--- config.mk ---
export PLATFORM = sky130hd
export DESIGN_NAME = ifetch_prefetch
export DESIGN_NICKNAME = d
export VERILOG_FILES = /design/src/rtl/ifetch_prefetch.sv
export SDC_FILE = /design/constraint.sdc
export NUM_CORES = 1
export LEC_CHECK = 0
export BUFFER_PORTS_ARGS = -buffer_cell sky130_fd_sc_hd__buf_4
export CAP_MARGIN = 20
export CORE_ASPECT_RATIO = 0.75
export CORE_UTILIZATION = 40
export CTS_CLUSTER_DIAMETER = 150
export DETAILED_ROUTE_END_ITERATION = 10
export GPL_TIMING_DRIVEN = 0
export PLACE_DENSITY = 0.61
export SYNTH_ARGS = -nofsm -noshare
export SYNTH_HDL_FRONTEND = slang
export SYNTH_SLANG_ARGS = --single-unit
--- constraint.sdc ---
create_clock -name CLK -period 3.4 [get_ports CLK]
set_clock_uncertainty 0.05 [all_clocks]
set_input_delay 0.68 -clock CLK [delete_from_list [all_inputs] [get_ports CLK]]
set_output_delay 0.68 -clock CLK [all_outputs]
set_load 0.01 [all_outputs]
--- src/rtl/ifetch_prefetch.sv ---
// ifetch_prefetch: instruction fetch front-end for the single-cycle MIPS core.
// Fetches words over a req/gnt + in-order rvalid bus, buffers them in a
// DEPTH-entry FIFO and hands them to the core over a valid/ready handshake.
// Redirects flush the FIFO and drain responses that are already in flight.
//
// Handshakes:
//   imem: a request is accepted on a cycle with imem_req && imem_gnt; while
//         imem_req is high and imem_gnt low, imem_addr stays stable. Each
//         accepted request returns exactly one imem_rvalid, in order.
//   core: the FIFO head is consumed on a cycle with instr_valid && instr_ready;
//         instr/instr_pc are stable while instr_valid is high and not consumed.
//
// Optional build macro: IFETCH_MISALIGN_TRAP_EN adds fetch_err and a HALT
// state entered on a misaligned redirect target.
//
// dbg_state exposes the fetch FSM (0 BOOT, 1 RUN, 2 DRAIN, 3 HALT).
module ifetch_prefetch #(
  parameter int          DEPTH    = 4,
  parameter logic [31:0] RESET_PC = 32'h0000_0000
) (
  input  logic        CLK,
  input  logic        RST,
  output logic        imem_req,
  output logic [31:0] imem_addr,
  input  logic        imem_gnt,
  input  logic        imem_rvalid,
  input  logic [31:0] imem_rdata,
  input  logic        redirect,
  input  logic [31:0] redirect_pc,
  output logic        instr_valid,
  output logic [31:0] instr,
  output logic [31:0] instr_pc,
  input  logic        instr_ready,
`ifdef IFETCH_MISALIGN_TRAP_EN
  output logic        fetch_err,
`endif
  output logic [1:0]  dbg_state
);

  localparam int AW = (DEPTH > 1) ? $clog2(DEPTH) : 1;
  localparam int CW = AW + 1;
  localparam logic [CW:0] CREDIT_MAX = (CW+1)'(DEPTH);

  localparam logic [1:0] S_BOOT  = 2'd0;
  localparam logic [1:0] S_RUN   = 2'd1;
  localparam logic [1:0] S_DRAIN = 2'd2;
  localparam logic [1:0] S_HALT  = 2'd3;

  logic [1:0]    state_q, state_d;
  logic [31:0]   pc_q, pc_d;
  logic [CW-1:0] outst_q, outst_d;
  logic [CW-1:0] drop_q, drop_d;
  logic [CW-1:0] cnt_q, cnt_d;
  logic [AW-1:0] rd_q, rd_d;
  logic [AW-1:0] wr_q, wr_d;
  logic [AW-1:0] pq_rd_q, pq_rd_d;
  logic [AW-1:0] pq_wr_q, pq_wr_d;

  logic [31:0] fifo_data_q [DEPTH];
  logic [31:0] fifo_pc_q   [DEPTH];
  logic [31:0] pcq_q       [DEPTH];

  logic          redir_en;
  logic          trap;
  logic          rsp_ok;
  logic          accept;
  logic          push;
  logic          pop;
  logic [CW:0]   credit_sum;
  logic [31:0]   redir_tgt;

`ifdef IFETCH_MISALIGN_TRAP_EN
  logic err_q, err_d;
`endif

  // Handshake decode: request credit, response acceptance and FIFO push/pop.
  always_comb begin
    redir_tgt  = redirect_pc & 32'hFFFF_FFFC;
    redir_en   = redirect && ((state_q == S_RUN) || (state_q == S_DRAIN));
`ifdef IFETCH_MISALIGN_TRAP_EN
    trap       = redir_en && (redirect_pc[1:0] != 2'b00);
`else
    trap       = 1'b0;
`endif
    // FIFO slots plus in-flight requests never exceed DEPTH, so a push
    // always has room even on a cycle where the core does not pop.
    credit_sum = {1'b0, cnt_q} + {1'b0, outst_q};
    imem_req   = (state_q == S_RUN) && !redirect && (credit_sum < CREDIT_MAX);
    imem_addr  = pc_q;
    accept     = imem_req && imem_gnt;
    // A response with nothing outstanding is a bus error and is ignored.
    rsp_ok     = imem_rvalid && (outst_q != '0);
    push       = rsp_ok && (state_q == S_RUN) && !redir_en;
    instr_valid = (cnt_q != '0) && (state_q == S_RUN) && !redir_en;
    pop        = instr_valid && instr_ready;
    instr      = fifo_data_q[rd_q];
    instr_pc   = fifo_pc_q[rd_q];
    dbg_state  = state_q;
  end

  // Next-state computation for the FSM, PC, counters and pointers.
  always_comb begin
    state_d = state_q;
    pc_d    = pc_q;
    drop_d  = drop_q;
    outst_d = outst_q + CW'(accept) - CW'(rsp_ok);
    // The per-request PC queue follows the bus, not the FIFO: stale
    // responses still retire their entry even when their data is dropped.
    pq_wr_d = pq_wr_q + AW'(accept);
    pq_rd_d = pq_rd_q + AW'(rsp_ok);
    cnt_d   = cnt_q + CW'(push) - CW'(pop);
    rd_d    = rd_q + AW'(pop);
    wr_d    = wr_q + AW'(push);
`ifdef IFETCH_MISALIGN_TRAP_EN
    err_d   = err_q | trap;
`endif

    if (redir_en) begin
      cnt_d = '0;
      rd_d  = '0;
      wr_d  = '0;
    end

    if (redir_en && !trap) begin
      pc_d = redir_tgt;
    end else if (accept) begin
      pc_d = pc_q + 32'd4;
    end

    case (state_q)
      S_BOOT: state_d = S_RUN;
      S_RUN, S_DRAIN: begin
        if (trap) begin
          state_d = S_HALT;
        end else if (redir_en) begin
          // Everything still in flight belongs to the old stream.
          drop_d  = outst_d;
          state_d = (outst_d != '0) ? S_DRAIN : S_RUN;
        end else if ((state_q == S_DRAIN) && rsp_ok) begin
          drop_d = drop_q - CW'(1);
          if (drop_q == CW'(1)) state_d = S_RUN;
        end
      end
      default: state_d = S_HALT;
    endcase
  end

  // Control registers.
  always_ff @(posedge CLK or negedge RST) begin
    if (!RST) begin
      state_q <= S_BOOT;
      pc_q    <= RESET_PC;
      outst_q <= '0;
      drop_q  <= '0;
      cnt_q   <= '0;
      rd_q    <= '0;
      wr_q    <= '0;
      pq_rd_q <= '0;
      pq_wr_q <= '0;
    end else begin
      state_q <= state_d;
      pc_q    <= pc_d;
      outst_q <= outst_d;
      drop_q  <= drop_d;
      cnt_q   <= cnt_d;
      rd_q    <= rd_d;
      wr_q    <= wr_d;
      pq_rd_q <= pq_rd_d;
      pq_wr_q <= pq_wr_d;
    end
  end

  // Storage: instruction FIFO and the address of every outstanding request.
  always_ff @(posedge CLK or negedge RST) begin
    if (!RST) begin
      for (int i = 0; i < DEPTH; i++) begin
        fifo_data_q[i] <= '0;
        fifo_pc_q[i]   <= '0;
        pcq_q[i]       <= '0;
      end
    end else begin
      if (push) begin
        fifo_data_q[wr_q] <= imem_rdata;
        fifo_pc_q[wr_q]   <= pcq_q[pq_rd_q];
      end
      if (accept) begin
        pcq_q[pq_wr_q] <= pc_q;
      end
    end
  end

`ifdef IFETCH_MISALIGN_TRAP_EN
  // Sticky misaligned-target error flag.
  always_ff @(posedge CLK or negedge RST) begin
    if (!RST) begin
      err_q <= 1'b0;
    end else begin
      err_q <= err_d;
    end
  end

  assign fetch_err = err_q;
`endif

endmodule

* After elaboration in Yosys (flattened, before gate mapping)
Cells that the tools add are included.
Word-level totals: output and inout bits 100, logic and storage cells 101, input bits 70, register bits 435
Operators by class: eq/ne operators 5, $add $sub $neg 11, bitwise operators 4, reduce and logical (&&, ||, !) cells 25, $lt $le $gt $ge 7, multiplexer cells 28
Operators by type and width (count):
- bitwise mux 128 bit | 3
- 2-to-1 mux 32 bit | 10
- binary-select mux 32 bit (select 2 bit) | 3
- demux 32 bit (select 2 bit) | 2
- adder 32 x 3 -> 32 bit, second input constant | 1
- logical AND 1 bit | 13
- >= comparator 3 bit, second input constant | 4
- 2-to-1 mux 2 bit | 6
- inverter 2 -> 3 bit | 4
- 2-to-1 mux 3 bit | 3
- nonzero test 3 bit | 3
- adder 2 x 1 -> 2 bit | 4
- adder 3 x 1 -> 3 bit | 2
- less-than comparator 3 x 1 -> 1 bit, second input constant | 2
- != test 3 bit, second input constant | 2
- subtractor 3 x 1 -> 3 bit | 2
- adder 3 x 3 -> 4 bit | 1
- less-than comparator 4 x 3 -> 1 bit, second input constant | 1
- one-hot mux 2 bit (2 select lines) | 1
- AND reduction 2 bit | 2
- nonzero test 2 bit | 2
- equality test 3 x 1 -> 1 bit, second input constant | 1
- subtractor 3 x 1 -> 3 bit, second input constant | 1
- equality test 2 x 1 -> 1 bit, second input constant | 1
- 5 further kinds | 6

* Longest topological paths before layout
Gate-level depths: netlist of run 1.
word-level depth 10, mapped depth 13

* Least setup slack after synthesis of run 1
OpenSTA, ideal clock, no wires.
kind input -> register, start in redirect, end reg state_q[1], in the netlist dbg_state[1], data arrival time 2.947 ns, data required time 3.230 ns, setup time 0.120 ns, stages on the path 11, path slack 0.283 ns, cell sequence a311oi_4 nand3_4 ha_1 inv_1 ha_1 fa_1 xnor2_1 xnor2_1 o31ai_1 mux2i_1 a41o_1
On the way: cells in the longest elaborated chain, start to end 10
Ends and longest elaborated chain:
- start: declaration | RTL line 28 | input logic redirect,
- zero test 1 bit | RTL line 88 | imem_req = (state_q == S_RUN) && !redirect && (credit_sum < CREDIT_MAX);
- logical AND 1 bit (2 in series) | RTL line 88
- logical AND 1 bit | RTL line 90 | accept = imem_req && imem_gnt;
- adder 3 x 1 -> 3 bit | RTL line 106 | outst_d = outst_q + CW'(accept) - CW'(rsp_ok);
- subtractor 3 x 1 -> 3 bit | RTL line 106
- net outst_d[2] | RTL line 51 | logic [CW-1:0] outst_q, outst_d;
- nonzero test 3 bit | RTL line 138 | state_d = (outst_d != '0) ? S_DRAIN : S_RUN;
- 2-to-1 mux 2 bit | RTL line 138
- 2-to-1 mux 2 bit | RTL line 135 | end else if (redir_en) begin
- one-hot mux 2 bit (2 select lines) | RTL line 130 | case (state_q)
- end signal: assignment | RTL line 161 | state_q <= state_d;
- end: declaration | RTL line 49 | logic [1:0] state_q, state_d;
The timed path passes the listed nets, and every way through them passes these cells. A chain may end at the register's enable or synchronous reset.

* Final worst setup path of run 1
start reg cnt_q[1], end reg state_q[1], in the netlist dbg_state[1]
On the way: cells in the longest elaborated chain, start to end 10
Ends and longest elaborated chain:
- start: declaration | RTL line 53 | logic [CW-1:0] cnt_q, cnt_d;
- start signal: assignment | RTL line 165 | cnt_q <= cnt_d;
- adder 3 x 3 -> 4 bit | RTL line 87 | credit_sum = {1'b0, cnt_q} + {1'b0, outst_q};
- less-than comparator 4 x 3 -> 1 bit | RTL line 88
- logical AND 1 bit | RTL line 88
- logical AND 1 bit | RTL line 90
- adder 3 x 1 -> 3 bit | RTL line 106
- subtractor 3 x 1 -> 3 bit | RTL line 106
- net outst_d[2] | RTL line 51
- nonzero test 3 bit | RTL line 138
- 2-to-1 mux 2 bit | RTL line 138
- 2-to-1 mux 2 bit | RTL line 135
- one-hot mux 2 bit (2 select lines) | RTL line 130
The timed path passes the listed nets, and every way through them passes these cells.

==> results of run 1 <==
-- state kept, by name (all words and copies together) (netlist names) --
register,count
outst_q,3
imem_addr,30
wr_q,2
cnt_q,3
pq_wr_q,2
rd_q,2
dbg_state,2
fifo_pc_q,120
drop_q,3
pcq_q,120
pq_rd_q,2
fifo_data_q,128
-- routing by layer --
metal  up-vias  track usage (%)  wire length [um]
met1      5815             28.1             21200
met4         0             3.99               647
met5         -                0                 0
li1       4883                -                 -
met2       162             28.6             19800
met3        57             3.12              1780
-- area by class of cell --
| type | count | area [um^2] |
|---|---|---|
| inverter | 17 | 63.8 |
| clock buffer | 66 | 1300 |
| tap | 630 | 788 |
| clock inverter | 9 | 184 |
| sequential | 417 | 10400 |
| fill | 4109 | 23700 |
| multi-input combinational | 696 | 7830 |
| timing repair buffer | 172 | 1360 |
| buffer | 78 | 432 |
-- cells by family (layout without fill, tap and decap cells) --
logic type | Yosys count | in the layout | synth area share (%)
mux | 461 | 461 | 33.3
xor+xnor | 35 | 35 | 1.64
other cells | 1 | 4 | 0.0200
buf+inv | 97 | 342 | 2.65
compound gates | 44 | 44 | 1.48
flops | 417 | 417 | 55.7
simple gates | 133 | 133 | 3.86
fa+ha+maj | 19 | 19 | 1.35
-- report_power, final --
group	switching [mW]	internal, mW	leakage [nW]	total, mW
Clock	1.95	3.00	0.718	4.95
Sequential	0.969	6.23	5.63	7.20
Combinational	2.67	2.99	4.42	5.65
Total	5.58	12.2	10.8	17.8
-- synth_stat cells, types with 4 or more instances --
cell type | number | area share, %
a21oi_1 | 5 | 0.13
and2_1 | 10 | 0.33
and3_1 | 6 | 0.20
and4_1 | 4 | 0.19
buf_1 | 4 | 0.080
buf_2 | 35 | 0.94
buf_4 | 11 | 0.44
buf_6 | 6 | 0.36
clkbuf_1 | 23 | 0.46
dfrtp_1 | 417 | 56
ha_1 | 17 | 1.1
inv_1 | 16 | 0.32
mux2_1 | 96 | 5.8
mux2_2 | 272 | 16
mux4_2 | 92 | 11
nand2_1 | 46 | 0.92
nand3_1 | 14 | 0.37
nand4_1 | 4 | 0.13
nor2_1 | 17 | 0.34
nor3_1 | 8 | 0.21
nor4_1 | 8 | 0.27
o21ai_0 | 20 | 0.53
o21ai_1 | 7 | 0.19
xnor2_1 | 32 | 1.5
-- worst max-delay path by stage --
| stage | end | cells past startpoint |
|---|---|---|
| after floorplan | dbg_state[1]$_DFFE_PN0P_ | 11 |
| after global placement | drop_q[1]$_DFFE_PN0P_ | 1 |
| after detailed placement | dbg_state[1]$_DFFE_PN0P_ | 12 |
| after CTS | dbg_state[1]$_DFFE_PN0P_ | 12 |
| after global routing | dbg_state[1]$_DFFE_PN0P_ | 12 |
| final | dbg_state[1]$_DFFE_PN0P_ | 12 |
-- worst max-delay path, cell delays in order, from the launching register on --
cell and delay (ps):
dfrtp_1 420, ha_1 330, a311oi_4 340, nand3_4 130, ha_1 290, inv_1 40, ha_1 180, fa_1 410
xnor2_2 170, xnor2_2 170, o31ai_2 290, mux2i_1 140, a41o_1 220
-- repair_timing --
action	in CTS	in global routing
gates resized for setup	7	3
buffers inserted	2	3
setup endpoints to repair	61	63
pin swaps	1	3
==> results.txt, run 1 <==
----------------------------------------------------
[Final layout]
  Share of final-layout standard cells stronger than drive strength 1 ... roughly 46%
  Most frequent standard cell in the layout excluding fill and tap cells ... dfrtp_1
  Net total in the final layout ... ~1500
  Area added between synthesis and finish ... 19.6%
  Final core occ ... about half
  Antenna diode count ... 0
  Final non-filler cell area ... ~22000 um^2
  Leading cell types in the layout, fill and taps excluded ... 417 x dfrtp_1, 272 x mux2_2, 179 x buf_4, 96 x mux2_1, 92 x mux4_2
  Final cell count without fillers ... 2085

[STA]
  Shortest period the worst path allows ... around 3300 ps
  Count of endpoints failing hold in the final timing report ... 0
  Post-layout worst setup margin ... between 100 and 150 ps
  Slew at the pin with the worst max-slew slack ... around 970 ps
  Setup TNS Final ... 0 ps
  Worst Hold Margin ... 78.5 ps
  Slew Limit Headroom ... a little over a third
  Count of final setup violators ... 0
  Pins Over Slew Limit ... 0
  Final worst-path cycle share ... a little over nine tenths
  Upper clock frequency limit ... about 300 MHz

[Setup path]
  Setup crit start kind ... flop
  Worst setup slack for register-to-register paths ... 110 ps
  WP data required ... 3790 ps
  Peak fanout along the critical path ... 4
  Critical Path AT ... about 3700 ps
  Number of cells on the worst reg-to-reg path ... 12
  Worst setup path category ... flop to flop
  Critical path capture point type ... flop
  End of the worst register-to-register path ... dbg_state[1]$_DFFE_PN0P_
  CP Launch Point ... cnt_q[1]$_DFF_PN0_
  Reg-to-reg critical path startpoint ... cnt_q[1]$_DFF_PN0_

[Min path]
  Class of the most critical hold timing path ... primary input to async pin

[Die]
  Overall die area ... 47700 um^2
  # rows ... slightly below 70
  Die extent in x ... 252 um
  Die Span Y ... ~190 um
  Starting density of the core ... 40.6%
  CORE AREA ... roughly 46000 um^2
  I/O pin count ... 170

[Pwr]
  Total power after layout ... about 18 mW
  Cell area power density ... around 800 nW/um^2
  VDD IR max ... between 0.3 and 0.4 mV
  Leakage power total ... around 11 nW

[Synthesis]
  Post-Synthesis Cells ... 1207
  Register bit count reported by yosys ... around 420
  Per-instance average area after synthesis ... ~16 um^2
  Yosys synthesis warning count ... 0
  Number of synthesized flops with an enable pin ... 0
  Synth unique cells ... 53
  Mapped cell area ... between 15000 and 20000 um^2
  Post-synth top flop ... dfrtp_1
  Share of the yosys chip area belonging to registers ... between 50% and 60%
  Proportion of synthesized flip-flops having asynchronous set or reset ... 100%

[Placement]
  RePlAce Congestion ... about 0.84
  # placed instances ... 2007
  Final HPWL from detailed placement ... ~30000 um
  Worst slack, placed ... -218 ps
  Cell area after placement ... 20800 um^2
  Number of buffer cells added on primary ports ... ~160

[Clock tree]
  Number of buffers inserted during clock tree synthesis ... 44
  H-Tree Level Count ... 2
  Num Clock Sinks ... between 400 and 500
  Clk Latency, worst-skew pair ... around 550 ps
  Master cell of the clock root buffer ... clkbuf_16
  TritonCTS clock tree ... yes
  Number of buffers between clock root and the deepest sink ... 3
  Total of hold buffers inserted after clock tree synthesis ... 0
  Clock input transition at the sequential cells of the worst setup and hold paths ... approximately 60 ps

[Global routing]
  GR Overflow Total ... 0
  Maximum number of pins on one net before global-route repair ... 120
  First-pass GRT wire length ... between 60000 and 70000 um
  Aggregate global-route resource usage ... 18.7%
  Number of antenna violations at the first check in global routing ... 0
  Number of global-route vias before repair ... 11700

[Flow run]
  Reported max-cap violation count ... 0

[Detailed routing]
  Via Count ... ~11000
  Post-route DRC ... 0
  Average wire per standard cell ... about 21 um
  Detailed router's first-iteration violation count ... slightly above 600
  Total wire length ... about 43000 um
  Final antenna-violating net count ... 0
  Routed vias/inst ... 5.24
  Number of detailed-route iterations in the first pass ... 4

[Outcome]
  Outcome ... finished, final reports clean

----------------------------------------------------
No activity file was read; power rests on OpenSTA's default activity.
==> run 2: changes to the inputs <==
Settings changed: GPL_TIMING_DRIVEN 0 to not set.
==> results.txt, run 2 (synthesis results as in run 1) <==
----------------------------------------------------
[STA]
  Setup TNS Final ... 0 ps (unchanged)
  Count of final setup violators ... 0 (unchanged)
  Upper clock frequency limit ... 321 MHz (was 304 MHz)
  Pins Over Slew Limit ... 0 (unchanged)
  Post-layout worst setup margin ... 286 ps (was 109 ps)
  RSZ-0062 raised after global routing ... false
  Slew Limit Headroom ... 31.0% (was 35.3%)
  Final worst-path cycle share ... 91.6% (was 96.8%)
  Count of endpoints failing hold in the final timing report ... 0 (unchanged)
  Slew at the pin with the worst max-slew slack ... 1040 ps (was 971 ps)
  Shortest period the worst path allows ... 3110 ps (was 3290 ps)

[Final layout]
  Register name with the most flops ... fifo_data_q (unchanged)
  Leading cell types in the layout, fill and taps excluded ... 414 x dfrtp_1, 272 x mux2_2, 181 x buf_4, 96 x mux2_1, 92 x mux4_2 (was 417 x dfrtp_1, 272 x mux2_2, 179 x buf_4, 96 x mux2_1, 92 x mux4_2)
  Final core occ ... 48.4% (was 48.6%)
  Antenna diode count ... 0 (unchanged)
  Share of final-layout standard cells stronger than drive strength 1 ... 46.4% (was 46.3%)
  Count of fill cells added during filler insertion ... 4006 (was 4109)
  Biggest regs ... fifo_data_q x128, fifo_pc_q x120, pcq_q x120 (unchanged)
  Most frequent standard cell in the layout excluding fill and tap cells ... dfrtp_1 (unchanged)
  Net total in the final layout ... 1462 (was 1515)
  Max FFs per register ... 128 (unchanged)
  Area added between synthesis and finish ... 19.2% (was 19.6%)
  Multi-input gate area ... 7830 um^2 (about the same)
  Area occupied by registers ... 10400 um^2 (about the same)

[Global routing]
  GR Overflow Total ... 0 (unchanged)
  Number of antenna violations at the first check in global routing ... 0 (unchanged)
  Met3 track utilization from global routing ... 3.66% (was 3.12%)
  Aggregate global-route resource usage ... 18.5% (was 18.7%)
  Global-route track usage on met1 ... 26.7% (was 28.1%)
  Gr busiest metal ... met2 (unchanged)
  First-pass GRT wire length ... 68200 um (was 69300 um)
  Met2 Resource Use GR ... 28.8% (was 28.6%)
  Number of global-route vias before repair ... 11600 (was 11700)
  Maximum number of pins on one net before global-route repair ... 82 (was 120)

[Clock tree]
  Total of hold buffers inserted after clock tree synthesis ... 0 (unchanged)
  Clk Latency, worst-skew pair ... 570 ps (was 550 ps)
  Master cell of the clock root buffer ... clkbuf_16 (unchanged)
  Number of buffers between clock root and the deepest sink ... 3 (unchanged)
  Number of buffers inserted during clock tree synthesis ... 43 (was 44)
  H-Tree Level Count ... 2 (unchanged)
  Setup repair bufs after CTS ... 0 (was 2)
  Num Clock Sinks ... 417 (unchanged)
  TritonCTS clock tree ... yes (unchanged)
  Clock input transition at the sequential cells of the worst setup and hold paths ... 60 ps (about the same)

[Detailed routing]
  Final antenna-violating net count ... 0 (unchanged)
  Number of detailed-route iterations in the first pass ... 5 (was 4)
  Via Count ... 10800 (was 10900)
  Detailed router's first-iteration violation count ... 465 (was 609)
  Post-route DRC ... 0 (unchanged)
  Total wire length ... 42600 um (was 43400 um)
  Average wire per standard cell ... 20.9 um (was 20.8 um)
  Routed vias/inst ... 5.28 (was 5.24)

[Pwr]
  Cell area power density ... 792 nW/um^2 (was 795 nW/um^2)
  Proportion of total power due to net switching ... 31.2% (was 31.4%)
  Clock power frac ... 28.1% (was 27.8%)
  Leakage power total ... 10.7 nW (was 10.8 nW)
  Part of the power in combinational logic ... 30.2% (was 31.8%)
  Sequential Power Share ... 41.7% (was 40.4%)
  VDD IR max ... 0.388 mV (about the same)
  Reported net switching power ... 5.53 mW (was 5.58 mW)
  Int Power ... 12.2 mW (about the same)

[Outcome]
  Outcome ... finished, final reports clean (unchanged)

[Setup path]
  WP data required ... 3810 ps (was 3790 ps)
  Worst setup path category ... flop to flop (unchanged)
  CP Launch Point ... cnt_q[1]$_DFF_PN0_ (unchanged)
  Reg-to-reg critical path startpoint ... cnt_q[1]$_DFF_PN0_ (unchanged)
  Number of cells on the worst reg-to-reg path ... 12 (unchanged)
  Critical path capture point type ... flop (unchanged)
  Setup crit start kind ... flop (unchanged)
  Peak fanout along the critical path ... 4 (unchanged)
  Critical Path AT ... 3520 ps (was 3680 ps)

[Die]
  CORE AREA ... 46100 um^2 (unchanged)
  Overall die area ... 47700 um^2 (unchanged)
  Die extent in x ... 252 um (unchanged)
  I/O pin count ... 170 (unchanged)
  Starting density of the core ... 40.6% (unchanged)
  Die Span Y ... 189 um (unchanged)
  # rows ... 68 (unchanged)

[Placement]
  RePlAce Congestion ... 0.783 (was 0.837)
  Final HPWL from detailed placement ... 27000 um (was 30000 um)
  Number of buffer cells added on primary ports ... 163 (unchanged)
  Worst slack, placed ... 92.0 ps (was -218 ps)

[Flow run]
  Reported max-cap violation count ... 0 (unchanged)

[Min path]
  Class of the most critical hold timing path ... primary input to async pin (unchanged)

----------------------------------------------------
==> run 2: cell count changes in the layout (fill, tap and decap cells not counted), sizes merged <==
| cell | before | now |
|---|---|---|
| buf | 228 | 198 |
| clkbuf | 88 | 65 |
| clkinv | 3 | 10 |
| bufinv | 5 | 4 |
| clkinvlp | 1 | 0 |
| inv | 17 | 18 |
==> run 2: per-stage QoR <==
stage | instance area [um^2] | hold WS, ps | std cells | total power, mW
2_1_floorplan | 18700 | 334 | 1210 | 10.5
3_3_place_gp | 20800 | 414 | 1958 | 12.7
3_5_place_dp | 20800 | 419 | 1958 | 12.9
4_1_cts | 22300 | 77.8 | 2038 | 18.0
5_1_grt | 22300 | 110 | 2038 | 18.7
6_report | 22300 | 70.0 | 2038 | 17.7
==> run 2: final timing paths <==
| check | to | slack [ps] |
|---|---|---|
| worst max-delay path | dbg_state[1]$_DFFE_PN0P_ | 290 |
| worst min-delay path | fifo_data_q[46]$_DFFE_PN0P_ | 70 |
| max in group asynchronous | fifo_pc_q[7]$_DFFE_PN0P_ | 2340 |
| worst min register to register | pcq_q[39]$_DFFE_PN0P_ | 430 |
| worst max register to register | dbg_state[1]$_DFFE_PN0P_ | 290 |
| min in group CLK | imem_addr[17]$_DFFE_PN0P_ | 260 |
==> run 2: critical path, stage by stage (launching register included) <==
cell	delay [ps]
dfrtp_1	420
ha_1	320
a311oi_4	280
nand3_4	110
ha_1	290
inv_1	40
ha_1	180
fa_1	380
xnor2_1	150
xnor2_1	180
o31ai_2	260
mux2i_1	120
a41o_1	210
==> run 2: power groups by stage <==
stage,logic [mW],registers (mW),clock network (mW)
floorplan,3.53,6.99,0
global placement,5.35,7.40,0
detailed placement,5.44,7.47,0
CTS,5.46,7.39,5.11
global route,5.84,7.58,5.33
finish,5.35,7.38,4.96
==> run 2: cell type report <==
class                   count  area share, %
clock buffers              65           5.87
well taps                 630           3.53
clock inverters            15          0.852
repair buffers            198           7.59
flip-flops and latches    417           46.8
multi-input cells         696           35.1
inverters                  17          0.286
==> run 2: what timing repair did <==
item                                    CTS  global route
hold endpoints to repair                  0             0
endpoints found under the setup margin    0             1
gates resized for setup                   0             1
==> run 2: per-layer routing <==
layer,vias up,routed length [um]
met4,0,705
met5,-,0
li1,4769,-
met1,5767,20200
met2,177,20000
met3,54,1760
